==> src/rtl/z80_bus_pkg.sv <==
// Shared types for the Z80 bus agent: transaction encoding, default wait counts
// and the strobe classifier.
package z80_bus_pkg;

    typedef enum logic [2:0] {
        TxnFetch   = 3'd0,
        TxnMemRd   = 3'd1,
        TxnMemWr   = 3'd2,
        TxnIoRd    = 3'd3,
        TxnIoWr    = 3'd4,
        TxnInta    = 3'd5,
        TxnRefresh = 3'd6
    } txn_t;

    localparam int unsigned DefWaitFetch = 0;
    localparam int unsigned DefWaitMem   = 0;
    localparam int unsigned DefWaitIo    = 1;

    typedef struct packed {
        logic active;
        txn_t ttype;
    } class_s;

    // Priority order matters: refresh and INTA overlap the memory/IO rules.
    function automatic class_s classify(input logic n_m1, input logic n_mreq,
                                        input logic n_iorq, input logic n_rd,
                                        input logic n_wr, input logic n_rfsh);
        class_s c;
        c.active = 1'b1;
        c.ttype  = TxnFetch;
        if (!n_mreq && !n_rfsh)              c.ttype = TxnRefresh;
        else if (!n_m1 && !n_iorq)           c.ttype = TxnInta;
        else if (!n_m1 && !n_mreq && !n_rd)  c.ttype = TxnFetch;
        else if (!n_mreq && !n_rd)           c.ttype = TxnMemRd;
        else if (!n_mreq && !n_wr)           c.ttype = TxnMemWr;
        else if (!n_iorq && !n_rd)           c.ttype = TxnIoRd;
        else if (!n_iorq && !n_wr)           c.ttype = TxnIoWr;
        else                                 c.active = 1'b0;
        return c;
    endfunction

endpackage

`define Z80_TXN_S(AW, DW) struct packed { z80_bus_pkg::txn_t ttype; logic [(AW)-1:0] addr; logic [(DW)-1:0] data; }

==> src/rtl/z80_txn_fifo.sv <==
// Capture FIFO for bus transactions: registered storage, level counter and
// sticky overflow with a saturating drop counter.
module z80_txn_fifo #(
    parameter int unsigned WIDTH = 8,
    parameter int unsigned DEPTH = 8
) (
    input  logic                     clk,
    input  logic                     rst,
    input  logic                     push,
    input  logic [WIDTH-1:0]         push_data,
    input  logic                     pop,
    output logic                     valid,
    output logic [WIDTH-1:0]         head,
    output logic [$clog2(DEPTH):0]   level,
    output logic                     overflow,
    output logic [7:0]               drop_count
);

    localparam int unsigned PW = $clog2(DEPTH);
    localparam int unsigned LW = PW + 1;

    logic [WIDTH-1:0] mem [DEPTH];
    logic [PW-1:0]    wr_ptr;
    logic [PW-1:0]    rd_ptr;
    logic             full;
    logic             do_push;
    logic             do_pop;
    logic             drop;

    assign valid   = (level != '0);
    assign full    = (level == LW'(DEPTH));
    assign do_pop  = pop && valid;
    // A pop in the same cycle frees the slot, so a push while full still lands.
    assign do_push = push && (!full || do_pop);
    assign drop    = push && full && !do_pop;
    assign head    = mem[rd_ptr];

    always_ff @(posedge clk) begin
        if (do_push) begin
            mem[wr_ptr] <= push_data;
        end
    end

    always_ff @(posedge clk) begin
        if (rst) begin
            wr_ptr     <= '0;
            rd_ptr     <= '0;
            level      <= '0;
            overflow   <= 1'b0;
            drop_count <= 8'd0;
        end else begin
            if (do_push) wr_ptr <= wr_ptr + 1'b1;
            if (do_pop)  rd_ptr <= rd_ptr + 1'b1;
            case ({do_push, do_pop})
                2'b10:   level <= level + 1'b1;
                2'b01:   level <= level - 1'b1;
                default: level <= level;
            endcase
            if (drop) begin
                overflow <= 1'b1;
                if (drop_count != 8'hFF) drop_count <= drop_count + 8'd1;
            end
        end
    end

endmodule

==> src/rtl/z80_bus_agent.sv <==
// Bench-side Z80 bus agent: classifies bus cycles, inserts wait states on nWAIT
// and records completed transactions into a capture FIFO.
module z80_bus_agent
    import z80_bus_pkg::*;
#(
    parameter int unsigned ADDR_W       = 16,
    parameter int unsigned DATA_W       = 8,
    parameter int unsigned DEPTH        = 8,
    parameter int unsigned WAIT_FETCH   = DefWaitFetch,
    parameter int unsigned WAIT_MEM     = DefWaitMem,
    parameter int unsigned WAIT_IO      = DefWaitIo,
    parameter logic [6:0]  CAPTURE_MASK = 7'h3F
) (
    input  logic                    CPUCLK,
    input  logic                    RESET,
    input  logic                    nM1,
    input  logic                    nMREQ,
    input  logic                    nIORQ,
    input  logic                    nRD,
    input  logic                    nWR,
    input  logic                    nRFSH,
    input  logic [ADDR_W-1:0]       A,
    input  logic [DATA_W-1:0]       D,
    input  logic                    wait_en,
    output logic                    nWAIT,
    output logic                    txn_valid,
    input  logic                    txn_ready,
    output txn_t                    txn_type,
    output logic [ADDR_W-1:0]       txn_addr,
    output logic [DATA_W-1:0]       txn_data,
    output logic [$clog2(DEPTH):0]  fifo_level,
    output logic                    overflow,
    output logic [7:0]              drop_count
);

    typedef `Z80_TXN_S(ADDR_W, DATA_W) txn_s;

    typedef enum logic [2:0] {
        StSync,
        StIdle,
        StWait,
        StCapt,
        StHold
    } state_e;

    localparam logic [7:0] MaskExt = {1'b0, CAPTURE_MASK};

    state_e            state;
    txn_t              cur_type;
    logic [ADDR_W-1:0] cur_addr;
    logic [3:0]        cnt;
    logic [3:0]        wait_load;
    class_s            cls;
    logic              bus_idle;
    logic              push;
    txn_s              push_txn;
    txn_s              head_txn;

    assign cls      = classify(nM1, nMREQ, nIORQ, nRD, nWR, nRFSH);
    assign bus_idle = nMREQ && nIORQ;

    always_comb begin
        wait_load = 4'd0;
        if (wait_en) begin
            case (cls.ttype)
                TxnFetch:                  wait_load = 4'(WAIT_FETCH);
                TxnMemRd, TxnMemWr:        wait_load = 4'(WAIT_MEM);
                TxnIoRd, TxnIoWr, TxnInta: wait_load = 4'(WAIT_IO);
                default:                   wait_load = 4'd0;
            endcase
        end
    end

    always_ff @(posedge CPUCLK) begin
        if (RESET) begin
            state    <= StSync;
            nWAIT    <= 1'b1;
            cnt      <= 4'd0;
            cur_type <= TxnFetch;
            cur_addr <= '0;
        end else begin
            case (state)
                // A cycle already in flight at reset release is skipped.
                StSync: if (bus_idle) state <= StIdle;
                StIdle: begin
                    if (cls.active) begin
                        cur_type <= cls.ttype;
                        cur_addr <= A;
                        cnt      <= wait_load;
                        if (wait_load != 4'd0) begin
                            nWAIT <= 1'b0;
                            state <= StWait;
                        end else begin
                            state <= StCapt;
                        end
                    end
                end
                StWait: begin
                    if (bus_idle) begin
                        nWAIT <= 1'b1;
                        state <= StIdle;
                    end else if (cnt == 4'd1) begin
                        nWAIT <= 1'b1;
                        state <= StCapt;
                    end else begin
                        cnt <= cnt - 4'd1;
                    end
                end
                StCapt: state <= StHold;
                // One transaction per strobe assertion, however long it is held.
                StHold: if (bus_idle) state <= StIdle;
                default: state <= StSync;
            endcase
        end
    end

    assign push           = (state == StCapt) && MaskExt[cur_type];
    assign push_txn.ttype = cur_type;
    assign push_txn.addr  = cur_addr;
    assign push_txn.data  = (cur_type == TxnInta || cur_type == TxnRefresh) ? '0 : D;

    z80_txn_fifo #(
        .WIDTH ($bits(txn_s)),
        .DEPTH (DEPTH)
    ) u_fifo (
        .clk        (CPUCLK),
        .rst        (RESET),
        .push       (push),
        .push_data  (push_txn),
        .pop        (txn_ready),
        .valid      (txn_valid),
        .head       (head_txn),
        .level      (fifo_level),
        .overflow   (overflow),
        .drop_count (drop_count)
    );

    assign txn_type = head_txn.ttype;
    assign txn_addr = head_txn.addr;
    assign txn_data = head_txn.data;

endmodule

==> config.mk <==
export PLATFORM = sky130hd
export DESIGN_NAME = z80_bus_agent
export DESIGN_NICKNAME = d
export VERILOG_FILES = /design/src/rtl/z80_bus_pkg.sv /design/src/rtl/z80_txn_fifo.sv /design/src/rtl/z80_bus_agent.sv
export SDC_FILE = /design/constraint.sdc
export NUM_CORES = 1
export LEC_CHECK = 0
export BUFFER_PORTS_ARGS = -buffer_cell sky130_fd_sc_hd__buf_2
export CAP_MARGIN = 20
export CELL_PAD_IN_SITES_DETAIL_PLACEMENT = 2
export CELL_PAD_IN_SITES_GLOBAL_PLACEMENT = 2
export CORE_ASPECT_RATIO = 1.25
export CORE_MARGIN = 8
export CORE_UTILIZATION = 48
export DETAILED_ROUTE_END_ITERATION = 12
export GPL_TIMING_DRIVEN = 0
export PLACE_DENSITY_LB_ADDON = 0.05
export SYNTH_ARGS = -nofsm -noshare
export SYNTH_HDL_FRONTEND = slang
export SYNTH_HIERARCHICAL = 1
export SYNTH_SLANG_ARGS = --single-unit
==> constraint.sdc <==
create_clock -name CPUCLK -period 11.1 [get_ports CPUCLK]
set_input_delay 1.665 -clock CPUCLK [delete_from_list [all_inputs] [get_ports CPUCLK]]
set_output_delay 1.665 -clock CPUCLK [all_outputs]
set_load 0.01 [all_outputs]
# == Yosys cells after proc, flatten, opt, wreduce, memory -nomap -nowiden ==
# Memory sizes are Yosys's and may differ from the RTL's. A register that Yosys moved wholly into a read port is not among the register bits.
# Index checks and enable logic that the tools add are counted.
# totals
romBits,8
elab_cells,115
n_memories,2
ram_bits,216
out_inout_bits,42
register_bits,46
# memory_table
name,words,word_bits,read_ports,rd_clocked_by_memory_dff,write_ports,line,source
u_fifo.mem,8,27,1,1,1,z80_txn_fifo.sv:22,logic [WIDTH-1:0] mem [DEPTH];
(name not given),8,1,1,1,0,z80_bus_agent.sv:117,assign push = (state == StCapt) && MaskExt[cur_type];
# classes
n_eq_ne,20
n_reduce_logical,36
addsub,6
n_mux,40
order_cmp,1
# op_table
op,count
3-bit two-way mux,15
1-bit two-way mux,17
4-bit one-hot mux with 2 select lines,2
3-bit equality test (second input constant),5
1-bit logical AND,14
4-bit two-way mux,3
3-bit one-hot mux with 4 select lines,1
3-bit by 2-bit equality test with 1-bit output (second input constant),3
8-bit by 1-bit adder with 8-bit output (second input constant),1
1-bit logical NOT,8
8-bit two-way mux,1
2-bit inequality test (second input constant),4
8-bit inequality test (second input constant),1
4-bit AND reduction,2
4-bit nonzero test,2
4-bit by 1-bit subtractor with 4-bit output (second input constant),2
3-bit by 1-bit adder with 3-bit output (second input constant),2
4-bit by 1-bit adder with 4-bit output (second input constant),1
4-bit by 1-bit equality test with 1-bit output (second input constant),1
4-bit equality test (second input constant),1
3-bit by 4-bit < comparator with 1-bit output (second input constant),1
2-bit AND reduction,2
2-bit nonzero test,2
3-bit by 1-bit equality test with 1-bit output (second input constant),1
other kinds (10),11

# == Longest topological paths before layout ==
# Gate-level depths: netlist (run 1).
# logic_depth
word_depth,17
ltp_mapped,12
ltp_nobuf,10

# == Hierarchy ==
# Netlist (run 1), hierarchy kept.
# by_module_without_submodules
mod,cells_per_inst,area_each_um2,instances
z80_txn_fifo,445,9236.4,1
z80_bus_agent,178,1441.4,1

# == Least setup slack after synthesis (run 1) ==
# OpenSTA, ideal clock, no wires.
# synth_path
path_kind,input to register
startpoint,in txn_ready
endpoint,mem u_fifo/mem[0][0] in the netlist's numbering (enable)
path_stages,4
arrival_time_ns,4.272
setup_ns,0.445
slack_ns,6.383
cell_sequence,clkbuf_1 -> o21ai_1 -> or2_2 -> nor3_1
# synth_between
elab_chain_cells,5
# synth_rtl
item,line,source
"start, declared",z80_bus_agent.sv:27,"input logic txn_ready,"
1-bit logical AND,z80_txn_fifo.sv:32,assign do_pop = pop && valid;
1-bit logical OR,z80_txn_fifo.sv:34,assign do_push = push && (!full || do_pop);
1-bit logical AND,z80_txn_fifo.sv:34,
1-bit two-way mux,z80_txn_fifo.sv:39,if (do_push) begin
1-bit two-way mux (not written as such),z80_txn_fifo.sv:40,mem[wr_ptr] <= push_data;
"end, declared",z80_txn_fifo.sv:22,
# Every way passes these cells.

==> flow_summary.yaml, run 1 <==
finish:
  nets: 778
  final_util_pct: 56.8
  drive_gt1_share_pct: 32.3
  area_growth_syn_to_layout_pct: 17.2
  fill_cells: 1892
  antenna_cells: 0
cts:
  h-tree-depth: 1
  cts_buffers: 27
  postCtsResizedCells: 0
  clock-sinks: 266
  clock_path_buffers: 3
  cts_setup_buffers: 0
  cts_tree: "done"
  cts_root_buf: "clkbuf_16"
  hold_buffers: 0
  worst_skew_pair.late_latency_ns: 0.54
  clkTransAtPathRegs_ns: 0.07
detailed_routing:
  ant_nets: 0
  wl_met3_um: 1510
  wl_met1_um: 14000
  first_pass_iters: 4
  avgRoutedWirePerCell_um: 33.1
  drt-initial-drc-count: 469
  totalWireLength_um: 34400
  vias: 6426
  avgViaCountPerCell: 6.17
  dr.max_layer_used: "met4"
  drc_errors: 0
  route.met2.wl_um: 17900
setup_path:
  worstPathArrival_ns: 2.97
  end_kind: "output pin"
  reg2regPathDepth: 9
  crit_fanout: 10
  critical_path_class: "flop to output pin"
  crit_required_ns: 9.44
  critPathLaunchType: "flop"
timing:
  rsz0062_at_grt: "false"
  clock_skew_ns: 0.0126
  fmax_mhz: 216
  worst_pin_slew_ns: 0.882
  slew_headroom_pct: 40.9
  finalHoldViolCount: 0
  drv_slew: 0
  fin_tns_setup_ns: 0
  setup_violations: 0
  finalCritPeriodShare_pct: 41.7
  period_minus_slack_ns: 4.63
synth:
  syn_nets: 663
  synth_common_cells: "edfxtp_1 (216), mux4_2 (54), dfxtp_1 (50), a21oi_1 (33), mux2_2 (27)"
  yosys_register_bits: 266
  async_reset_ff_share_pct: 0
  synth_area_um2: 10700
  synthFlopType: "edfxtp_1"
  syn_avg_cell_area_um2: 17.1
  synth_enable_flop_cells: 216
  synth_cells: 623
  synth_area_leaders: "edfxtp_1 (61%), mux4_2 (11%), dfxtp_1 (9.4%), mux2_2 (2.8%), a21oi_1 (1.5%)"
  synth.distinct_cells: 58
  synth_area_leader_cell: "edfxtp_1"
  synth_top_area_share_pct: 60.7
  yosysSeqAreaShare_pct: 70.1
  synth_most_common_cell: "edfxtp_1"
  ys_warn_count: 6
job:
  maxCapViolCount: 0
floorplan:
  dieArea_um2: 27300
  coreArea_um2: 22100
  start_util_pct: 48.4
  num_rows: 61
  io_pins: 76
  die_h_um: 183
  die_w_um: 149
global_route:
  grt_pass1_vias: 7342
  grt_pass1_wl_um: 51100
  grt_max_degree: 25
  grt_use_total_pct: 25.7
  antenna_found_initial: 0
  grt_overflow_total: 0
power_and_ir_drop:
  ir_drop_mv: 0.131
  leakage_nw: 4.10
  powerDensity_nw_per_um2: 173
worst_hold_path:
  hold_path_class: "flop to flop"
  hold_depth: 2
place:
  io_buffers: 74
  hpwl_um: 21200
  gp_congestion: 0.783
run_status:
  status: "complete, no violations"
[worst max-delay path: stages, from the launching register on]
cell	delay, ns
dfxtp_1	0.33
clkbuf_1	0.50
clkbuf_1	0.69
mux4_2	0.42
mux2_2	0.32
buf_2	0.15
[placed cells by master (no fill, tap or decap), drive strengths merged, types with 9 or more instances in the layout]
cell	n
nand3	25
mux4	54
mux2	28
nor2	24
and2	9
clkinv	11
inv	10
o21ai	25
a21oi	33
clkbuf	54
nand2	14
dfxtp	50
buf	103
edfxtp	216
[power breakdown]
| group | total [mW] | switching, mW | internal [mW] |
|---|---|---|---|
| combinational | 0.131 | 0.0753 | 0.0553 |
| clock | 0.923 | 0.413 | 0.510 |
| sequential | 1.11 | 0.0219 | 1.09 |
| total | 2.17 | 0.510 | 1.66 |
[cell families (layout without fill, tap and decap cells)]
logic type,after synthesis,in the layout,synth area share (%)
AO/OA/AOI/OAI,91,91,5.50
XOR/XNOR,8,8,0.656
adder cells (fa/ha/maj),6,6,0.703
buffers and inverters,45,180,2.00
flip-flops,266,266,70.1
multiplexers,87,87,14.8
AND/OR/NAND/NOR,120,120,6.21
[worst paths after layout]
check / slack [ns] / endpoint / start
max: 6.47 / txn_addr[10] / flop
min: 0.49 / u_fifo/overflow$_SDFFE_PP0P_ / u_fifo/overflow$_SDFFE_PP0P_
max reg2reg: 7.43 / u_fifo/mem[0][8]$_DFFE_PP_ / state[2]$_SDFFE_PP0P_
min reg2reg: 0.49 / u_fifo/overflow$_SDFFE_PP0P_ / u_fifo/overflow$_SDFFE_PP0P_
[through the flow]
step	hold slack, ns	worst slack, ns	total power, mW	cells	area (µm²)
floorplan	0.448	6.38	1.21	623	10700
global placement	0.450	4.27	1.25	980	11400
detailed placement	0.460	7.04	1.26	992	11600
CTS	0.493	6.44	2.18	1041	12500
global route	0.533	6.36	2.22	1041	12500
finish	0.490	6.47	2.17	1041	12500
[sequential cells by signal, indices dropped and copies added (netlist names), named ones only]
signal	flops
cur_addr	16
state	3
u_fifo/rd_ptr	3
u_fifo/mem	216
u_fifo/overflow	1
nWAIT	1
u_fifo/drop_count	8
u_fifo/level	4
cnt	4
u_fifo/wr_ptr	3
cur_type	3
[cell type report]
| cell class | instances | area, µm² | share of cell area, % |
|---|---|---|---|
| sequential | 266 | 7490 | 59.8 |
| clock inverter | 15 | 113 | 0.899 |
| clock buffer | 34 | 762 | 6.09 |
| tap | 283 | 354 | 2.83 |
| buffer | 37 | 184 | 1.47 |
| timing repair buffer | 86 | 558 | 4.46 |
| multi-input combinational | 312 | 3030 | 24.2 |
| inverter | 8 | 30.0 | 0.240 |
[layer usage]
layer | vias up | track usage (%)
met4 | 0 | 8.05
met1 | 3425 | 32.4
met2 | 220 | 45.1
met5 | - | 0
met3 | 58 | 3.33
li1 | 2723 | -
Power figures use the tool's default switching activity.
==> run 2: changes to the inputs <==
CORE_UTILIZATION = 45   (was 48)
clock period = 4.5 ns   (was 11.1 ns; I/O delays follow)
==> run 2 against run 1 <==
Net effect: clock-buffer cell count increased by 6; sequential power up 150%; flip-flop and latch count is the same; power is 140% higher; clock power grew 140%; cell area grew 0.30%; first-iteration DRC count is 18% lower; wire length decreased by 16%; cell count up 0.96%; via count decreased by 4.2%; utilization down 3.3 points; sequential share of layout area decreased by 0.18 points.
==> flow_summary.yaml, run 2 (synthesized netlist as in run 1, its figures left out) <==
run_status:
  status: "complete, no violations"
timing:
  finalCritPeriodShare_pct: 81.7
  setup_violations: 0
  clock_skew_ns: 0.0178
  fin_tns_setup_ns: 0
  rsz0062_at_grt: "false"
  drv_slew: 0
  holdWs_ns: 0.429
  finalHoldViolCount: 0
  slew_headroom_pct: 43.8
  worst_pin_slew_ns: 0.843
  fmax_mhz: 272
  period_minus_slack_ns: 3.68
setup_path:
  worstPathCellList: "clkbuf_1 > clkbuf_1 > mux4_2 > mux2_2 > buf_2"
  cp_slowest_cell: "clkbuf_1"
  critical_path_buf_inv_count: 3
  worstPathArrival_ns: 3.00
  crit_family: "buffers and inverters"
  end_kind: "output pin"
  reg2regPathDepth: 10
  slowest_delay_ns: 0.70
  path_common_cell: "clkbuf_1"
  crit_fanout: 10
  critPathLaunchType: "flop"
  critical_path_class: "flop to output pin"
  path_depth: 5
  crit_required_ns: 3.83
finish:
  layout_commonest_cell: "edfxtp_1"
  final_util_pct: 53.5
  drive_gt1_share_pct: 32.0
  max_flop_register: "u_fifo/mem"
  nets: 778
  area_growth_syn_to_layout_pct: 17.6
  antenna_cells: 0
  largest_reg_flops: 216
  final_cell_mix: "edfxtp_1 (216), buf_2 (83), mux4_2 (54), dfxtp_1 (50), a21oi_1 (33)"
  fill_cells: 2134
  reg_top3: "u_fifo/mem: 216 flops, cur_addr: 16 flops, u_fifo/drop_count: 8 flops"
cts:
  worst_skew_pair.late_latency_ns: 0.53
  clkTransAtPathRegs_ns: 0.07
  cts_root_buf: "clkbuf_16"
  cts_setup_buffers: 0
  postCtsResizedCells: 0
  cts_buffers: 27
  clock_path_buffers: 3
  hold_buffers: 0
  h-tree-depth: 1
  clock-sinks: 266
  cts_tree: "done"
power_and_ir_drop:
  clkPwrFrac_pct: 41.7
  p_switching_mw: 1.14
  finalPower_mw: 5.24
  power_frac_comb_pct: 5.9
  p_int_mw: 4.10
  seq_power_share_pct: 52.4
  p_sw_share_pct: 21.8
  powerDensity_nw_per_um2: 417
  leakage_nw: 4.11
  ir_drop_mv: 0.280
floorplan:
  coreArea_um2: 23500
  io_pins: 76
  die_w_um: 154
  die_h_um: 188
  start_util_pct: 45.5
  dieArea_um2: 28900
  num_rows: 63
global_route:
  grt_use_total_pct: 20.0
  antenna_found_initial: 0
  grt_pass1_vias: 7086
  grt_overflow_total: 0
  grt_max_degree: 21
  grt_pass1_wl_um: 43900
detailed_routing:
  drt-initial-drc-count: 384
  totalWireLength_um: 28800
  ant_nets: 0
  avgRoutedWirePerCell_um: 27.4
  vias: 6154
  drc_errors: 0
  first_pass_iters: 4
  avgViaCountPerCell: 5.86
worst_hold_path:
  hold_depth: 3
  hold_path_class: "input port to flop"
place:
  io_buffers: 74
  hpwl_um: 19900
  gp_congestion: 0.778
job:
  maxCapViolCount: 0
-- run 2: through the flow --
step	worst slack, ns	area (µm²)	instances
3_3_place_gp	-1.81	11400	989
2_1_floorplan	0.494	10700	623
5_1_grt	0.677	12600	1051
6_report	0.824	12600	1051
4_1_cts	0.785	12600	1051
3_5_place_dp	0.896	11700	1001
-- run 2: path summary, 6_finish.rpt --
check / start / end / slack [ns]
min reg2reg: u_fifo/overflow$_SDFFE_PP0P_ / u_fifo/overflow$_SDFFE_PP0P_ / 0.47
max: flop / txn_addr[12] / 0.82
min: A[5] / cur_addr[5]$_SDFFE_PP0N_ / 0.43
max reg2reg: state[2]$_SDFFE_PP0P_ / u_fifo/mem[0][11]$_DFFE_PP_ / 0.89
-- run 2: final cells by class --
cell class | count | area [µm²] | share of cell area, %
plain buffers | 37 | 184 | 1.46
clock buffers | 40 | 785 | 6.25
clock inverters | 10 | 86.3 | 0.688
multi-input cells | 312 | 3030 | 24.1
flip-flops and latches | 266 | 7490 | 59.6
well taps | 292 | 365 | 2.91
repair buffers | 86 | 588 | 4.68
inverters | 8 | 30.0 | 0.239
-- run 2: per-layer routing --
metal	part of all wire (%)	track usage, %	up-vias
met1	40	24.0	3269
met2	55	37.7	139
li1	-	-	2717
met4	1.4	4.00	0
met3	3.6	2.45	29
met5	0	0	-
-- run 2: power by group through the flow --
stage,logic [mW],registers (mW),clock network [mW]
after global placement,0.291,2.79,0
final,0.308,2.75,2.18
after global routing,0.335,2.75,2.31
after detailed placement,0.313,2.80,0
after floorplan,0.208,2.78,0
after CTS,0.314,2.75,2.24
-- run 2: worst min-delay path, cell delays in order --
cell	delay (ns)
buf_2	0.10
nand3_1	0.07
a21oi_1	0.06
